## src/rtl/i2s_axis_transmitter.sv

```systemverilog
`default_nettype none
// ============================================================================
// Module      : i2s_axis_transmitter
// Description : AXI4-Stream to Philips I2S master transmitter with sample FIFO.
//               Generates bclk/lrclk and shifts channel-tagged samples MSB first.
// Revision    : 1.0 - initial release
// ============================================================================
module i2s_axis_transmitter #(
    parameter int I2S_DATA_BIT_WIDTH     = 24,
    parameter int C_S00_AXIS_TDATA_WIDTH = 32,
    parameter int BCLK_DIV               = 4,
    parameter int FIFO_DEPTH             = 8
) (
    input  logic                              i2s_sender_clk,
    input  logic                              i2s_sender_rst,
    input  logic [C_S00_AXIS_TDATA_WIDTH-1:0] s00_axis_tdata,
    input  logic                              s00_axis_tvalid,
    output logic                              s00_axis_tready,
    input  logic                              s00_axis_tlast,
    output logic                              i2s_sender_bclk,
    output logic                              i2s_sender_lrclk,
    output logic                              i2s_sender_sdata,
    output logic [$clog2(FIFO_DEPTH):0]       fifo_count,
    output logic                              underrun,
    output logic                              sync_error
);

    localparam int c_w     = I2S_DATA_BIT_WIDTH;
    localparam int c_ptr_w = $clog2(FIFO_DEPTH);
    localparam int c_div_w = $clog2(BCLK_DIV);

    localparam logic [c_div_w-1:0] c_div_last  = c_div_w'(BCLK_DIV - 1);
    localparam logic [c_ptr_w:0]   c_fifo_full = (c_ptr_w + 1)'(FIFO_DEPTH);

    // Each entry holds {channel, sample}
    logic [c_w:0]         r_mem [FIFO_DEPTH];
    logic [c_ptr_w-1:0]   r_wr_ptr;
    logic [c_ptr_w-1:0]   r_rd_ptr;
    logic [c_div_w-1:0]   r_div_cnt;
    logic [5:0]           r_bit_cnt;
    logic [c_w-1:0]       r_shift;

    logic                 w_push;
    logic                 w_pop;
    logic                 w_fe;
    logic [5:0]           w_bit_next;
    logic                 w_slot_start;
    logic                 w_slot_ch;
    logic [c_w:0]         w_head;
    logic                 w_empty;
    logic                 w_head_match;
    logic [c_ptr_w:0]     w_count_next;
    logic                 w_unused;

    assign w_unused     = &{1'b0, s00_axis_tlast, s00_axis_tdata};

    assign w_push       = s00_axis_tvalid & s00_axis_tready;
    assign w_fe         = (r_div_cnt == c_div_last) & i2s_sender_bclk;
    assign w_bit_next   = r_bit_cnt + 6'd1;
    assign w_slot_start = w_fe & (w_bit_next[4:0] == 5'd0);
    assign w_slot_ch    = w_bit_next[5];
    assign w_head       = r_mem[r_rd_ptr];
    assign w_empty      = (fifo_count == '0);
    assign w_head_match = (w_head[c_w] == w_slot_ch);
    // A push landing on a slot-start edge is not yet counted, so it cannot be popped here
    assign w_pop        = w_slot_start & ~w_empty & w_head_match;

    always_comb begin
        w_count_next = fifo_count;
        case ({w_push, w_pop})
            2'b10:   w_count_next = fifo_count + (c_ptr_w + 1)'(1);
            2'b01:   w_count_next = fifo_count - (c_ptr_w + 1)'(1);
            default: w_count_next = fifo_count;
        endcase
    end

    always_ff @(posedge i2s_sender_clk) begin
        if (w_push) begin
            r_mem[r_wr_ptr] <= s00_axis_tdata[c_w:0];
        end
    end

    always_ff @(posedge i2s_sender_clk or posedge i2s_sender_rst) begin
        if (i2s_sender_rst) begin
            r_wr_ptr         <= '0;
            r_rd_ptr         <= '0;
            fifo_count       <= '0;
            s00_axis_tready  <= 1'b0;
            r_div_cnt        <= '0;
            i2s_sender_bclk  <= 1'b1;
            r_bit_cnt        <= 6'd63;
            i2s_sender_lrclk <= 1'b1;
            i2s_sender_sdata <= 1'b0;
            r_shift          <= '0;
            underrun         <= 1'b0;
            sync_error       <= 1'b0;
        end else begin
            underrun   <= 1'b0;
            sync_error <= 1'b0;

            if (w_push) begin
                r_wr_ptr <= r_wr_ptr + c_ptr_w'(1);
            end
            if (w_pop) begin
                r_rd_ptr <= r_rd_ptr + c_ptr_w'(1);
            end
            fifo_count      <= w_count_next;
            s00_axis_tready <= (w_count_next != c_fifo_full);

            if (r_div_cnt == c_div_last) begin
                r_div_cnt       <= '0;
                i2s_sender_bclk <= ~i2s_sender_bclk;
            end else begin
                r_div_cnt <= r_div_cnt + c_div_w'(1);
            end

            // Everything serial moves on the bclk falling edge; the DAC samples on the rise
            if (w_fe) begin
                r_bit_cnt        <= w_bit_next;
                i2s_sender_lrclk <= w_bit_next[5];
                if (w_slot_start) begin
                    i2s_sender_sdata <= 1'b0;
                    r_shift          <= w_pop ? w_head[c_w-1:0] : '0;
                    underrun         <= w_empty;
                    sync_error       <= ~w_empty & ~w_head_match;
                end else begin
                    i2s_sender_sdata <= r_shift[c_w-1];
                    r_shift          <= {r_shift[c_w-2:0], 1'b0};
                end
            end
        end
    end

endmodule
`default_nettype wire

```

## config.mk

```make
export PLATFORM = sky130hd
export DESIGN_NAME = i2s_axis_transmitter
export DESIGN_NICKNAME = d
export VERILOG_FILES = /design/src/rtl/i2s_axis_transmitter.sv
export SDC_FILE = /design/constraint.sdc
export NUM_CORES = 1
export LEC_CHECK = 0
export ABC_CLOCK_PERIOD_IN_PS = 4500
export CAP_MARGIN = 20
export CORE_MARGIN = 1.5
export CORE_UTILIZATION = 40
export CTS_CLUSTER_SIZE = 25
export DETAILED_ROUTE_END_ITERATION = 8
export PLACE_DENSITY = 0.55
export SETUP_SLACK_MARGIN = 0.2
export SLEW_MARGIN = 30
export SYNTH_ARGS = -nofsm -noshare
export SYNTH_HDL_FRONTEND = slang
export SYNTH_SLANG_ARGS = --single-unit
```

## constraint.sdc

```tcl
create_clock -name i2s_sender_clk -period 4.5 [get_ports i2s_sender_clk]
set_input_delay 1.35 -clock i2s_sender_clk [delete_from_list [all_inputs] [get_ports i2s_sender_clk]]
set_output_delay 1.35 -clock i2s_sender_clk [all_outputs]
set_load 0.01 [all_outputs]
```

==> results.md <==
- Most common cell after layout, fill and taps aside: edfxtp_1
- Hpwl dp: approximately 10000 um
- Register area share after synthesis: 0.7420
- Commonest non-fill, non-tap cells in the layout: edfxtp_1, mux4_2, dfrtp_1, clkdlybuf4s50_1
- Crit end category: flip-flop
- Post-CTS Setup Bufs: 0
- Top delay family on crit path: XOR/XNOR gates
- Layout Area Growth over Synthesis: 17.44%
- Sw power: around 0.0013 W
- Max-Cap Viols: 0
- Drt first pass iters: 4
- Final setup violation count: 0
- Ratio of cells with drive above 1 in the final layout: 0.2241
- Max Fanout on Critical Path: 27
- Starting Density: 0.4104
- Final critical-path required period: 3.410 ns
- CTS clock-pin slew for the worst setup and hold paths: roughly 0.060 ns
- Bufs on Longest Clock Path: 3
- Die Footprint: between 20000 and 30000 um2
- Remaining global-route overflow: 0
- Setup TNS: 0 ns
- Logic pwr share: 0.103
- Initial DRC Count: around 280
- Hold Crit Class: reg2reg
- Slew HR: 0.4778
- Post-route ant nets: 0
- Root Buffer: clkbuf_16
- First-pass GRT wire length: 29440 um
- Vias per inst: approximately 5.3
- Syn_nets: around 560
- Largest net degree at the start of global routing: between 50 and 60
- Placed Cells: roughly 860
- Worst path bufs/invs: 1
- CP Launch Type: flip-flop
- Crit path arrival time: between 3 and 4 ns
- Slew Viols, Final: 0
- GRT Resource Usage Total: 0.1590
- Filler Cell Count: 2013
- Flops & latches, synth: roughly 250
- Critical Path RT: 4.90 ns
- Largest stage delay, worst path: ~0.48 ns
- Async SR Flop Fraction: 0.1903
- Netlist cell types: 40
- Vias in the first global route: 5159
- Actual slew at the worst max-slew pin: slightly below 0.8 ns
- Die X: between 150 and 200 um
- Worst path cell trace: mux2i_1, mux4_2, xor3_1, nand3_4, inv_1, ha_1, xor2_1, ha_1, a21oi_1, xnor2_1, nand2b_1, xor2_1, o211ai_1
- CTS buffer count: 27
- Final Worst Setup Slack: between 1 and 1.5 ns
- Row cnt: between 50 and 60
- DRT Wirelength: approximately 19000 um
- Syn Area/Cell: roughly 19 um2
- Area of the mapped netlist: 9691 um2
- Worst Skew: around 0.015 ns
- EDFF count, synth: 200
- DIE HEIGHT: 158.7 um
- Placement Setup Slack: roughly 1 ns
- Sw frac: 0.2336
- CTS tree: yes
- Clk sinks: approximately 250
- RSZ-0062 raised after global routing: no
- Crit-path slowest cell: mux4_2
- Primary FF master, synth: edfxtp_1
- Synth Instances: approximately 500
- Ant. Diodes: 0
- Drt wl/cell: 20.75 um
- Peak VDD IR: between 0.0002 and 0.0003 V
- Tot Pwr: about 0.0056 W
- Port buffer count: 37
- Post-route DRC: 0
- Initial antenna violation count: 0
- Number of nets in the layout: 612
- Cell-internal power: about 0.0043 W
- Crit share post-route: 0.7577
- Clk pwr share: 0.382
- F_max: 0.2933 GHz
- Vias: about 4800
- Skew-Pair Late Insertion Delay: 0.54 ns
- Resized Gates After CTS: 0
- Pwr/cell area: 495.4 nW/um2
- Seq pwr share: 0.515
- Finished Layout Cells: 908
- IO Pins: between 40 and 50
- WS Path Type: reg2reg
- Hold_buf cts: 0
- Core area: about 24000 um2
- P_leak: between 3 and 4 nW
- Gpl congestion: slightly below 0.7
- Outcome: complete, no violations
- Final Hold Fails: 0
- Synth Warn #: 0
- CTS HTree Levels: 1
[sequential cells by signal (all words and copies together) (netlist names)]
register,flops
fifo_count,4
r_mem,200
underrun,1
r_div_cnt,2
r_wr_ptr,3
sync_error,1
r_rd_ptr,3
i2s_sender_sdata,1
i2s_sender_lrclk,1
s00_axis_tready,1
r_bit_cnt,5
i2s_sender_bclk,1
r_shift,24
[final cells by class]
class,instances,area (um2),share of cell area
multi-input cells,235,2376,0.2088
clock buffers,45,854.6,0.07509
repair buffers,54,501.7,0.04409
well taps,319,399.1,0.03507
inverters,3,11.26,0.0009894
clock inverters,5,42.54,0.003738
flip-flops and latches,247,7196,0.6323
[path summary, 6_finish.rpt]
check | from | endpoint | slack [ns] | cells after the start
min reg2reg | r_div_cnt[0]$_DFF_PP0_ | r_div_cnt[0]$_DFF_PP0_ | 0.43 | 1
max reg2reg | r_rd_ptr[1]$_DFFE_PP0P_ | s00_axis_tready$_DFF_PP0_ | 1.09 | 13
min in group asynchronous | i2s_sender_rst | s00_axis_tready$_DFF_PP0_ | 1.29 | 2
min | r_div_cnt[0]$_DFF_PP0_ | r_div_cnt[0]$_DFF_PP0_ | 0.43 | 1
max | r_rd_ptr[1]$_DFFE_PP0P_ | s00_axis_tready$_DFF_PP0_ | 1.09 | 13
max in group asynchronous | i2s_sender_rst | i2s_sender_sdata$_DFFE_PP0P_ | 2.48 | 3
[Yosys cell counts (all sizes together), types with 3 or more instances]
cell type / count / area (um2)
clkbuf: 17 / 65.06
mux2: 3 / 33.78
mux2i: 28 / 280.3
a21oi: 24 / 120.1
dfstp: 7 / 183.9
inv: 3 / 11.26
nand2b: 3 / 18.77
ha: 8 / 100.1
nand2: 17 / 63.81
nor3: 6 / 30.03
dfrtp: 40 / 1001
buf: 11 / 72.56
nand3: 6 / 42.54
edfxtp: 200 / 6006
nor2: 33 / 123.9
o22ai: 23 / 143.9
mux4: 49 / 1104
xnor2: 10 / 87.58
xor2: 4 / 35.03
[power groups by stage]
stage,logic (W),clock network [W],registers [W]
floorplan,0.000313,0,0.00293
global placement,0.000590,0,0.00293
detailed placement,0.000601,0,0.00295
CTS,0.000603,0.00220,0.00291
global route,0.000640,0.00230,0.00293
finish,0.000583,0.00215,0.00290
[layer usage]
metal / wire, um / global-route usage / vias up
met1: 8196 / 0.2076 / 2500
met2: 9474 / 0.2747 / 91
met4: 586 / 0.05118 / 0
li1: - / - / 2151
met3: 584 / 0.02314 / 40
met5: 0 / 0 / -
[worst reg2reg max path, stage by stage (launching register included)]
cell and delay, ns:
dfrtp_2 0.45, mux2i_1 0.13, mux4_2 0.48, xor3_1 0.40, nand3_4 0.35, inv_1 0.18, ha_1 0.31, xor2_1 0.12
ha_1 0.19, a21oi_1 0.16, xnor2_1 0.14, nand2b_1 0.08, xor2_1 0.18, o211ai_1 0.11
[per-stage QoR]
step / util / instance area (um2) / hold slack (ns)
2_1_floorplan: - / 9691 / 0.4099
4_1_cts: 0.4820 / 11380 / 0.4397
3_5_place_dp: 0.4440 / 10480 / 0.4341
6_report: 0.4820 / 11380 / 0.4347
5_1_grt: 0.4820 / 11380 / 0.4543
3_3_place_gp: 0.4438 / 10480 / 0.4195
[cells by family (layout without fill, tap and decap cells)]
kind of cell / count (synthesis) / in the layout / synth area share
AOI/OAI and AO/OA: 57 / 57 / 0.03512
buffers and inverters: 31 / 107 / 0.01536
adders and majority gates: 8 / 8 / 0.01033
xor gates and xnor gates: 15 / 15 / 0.01511
muxes: 80 / 80 / 0.1463
and+or+nand+nor: 75 / 75 / 0.03577
DFF: 247 / 247 / 0.7420
(Power assumes the default switching activity.)
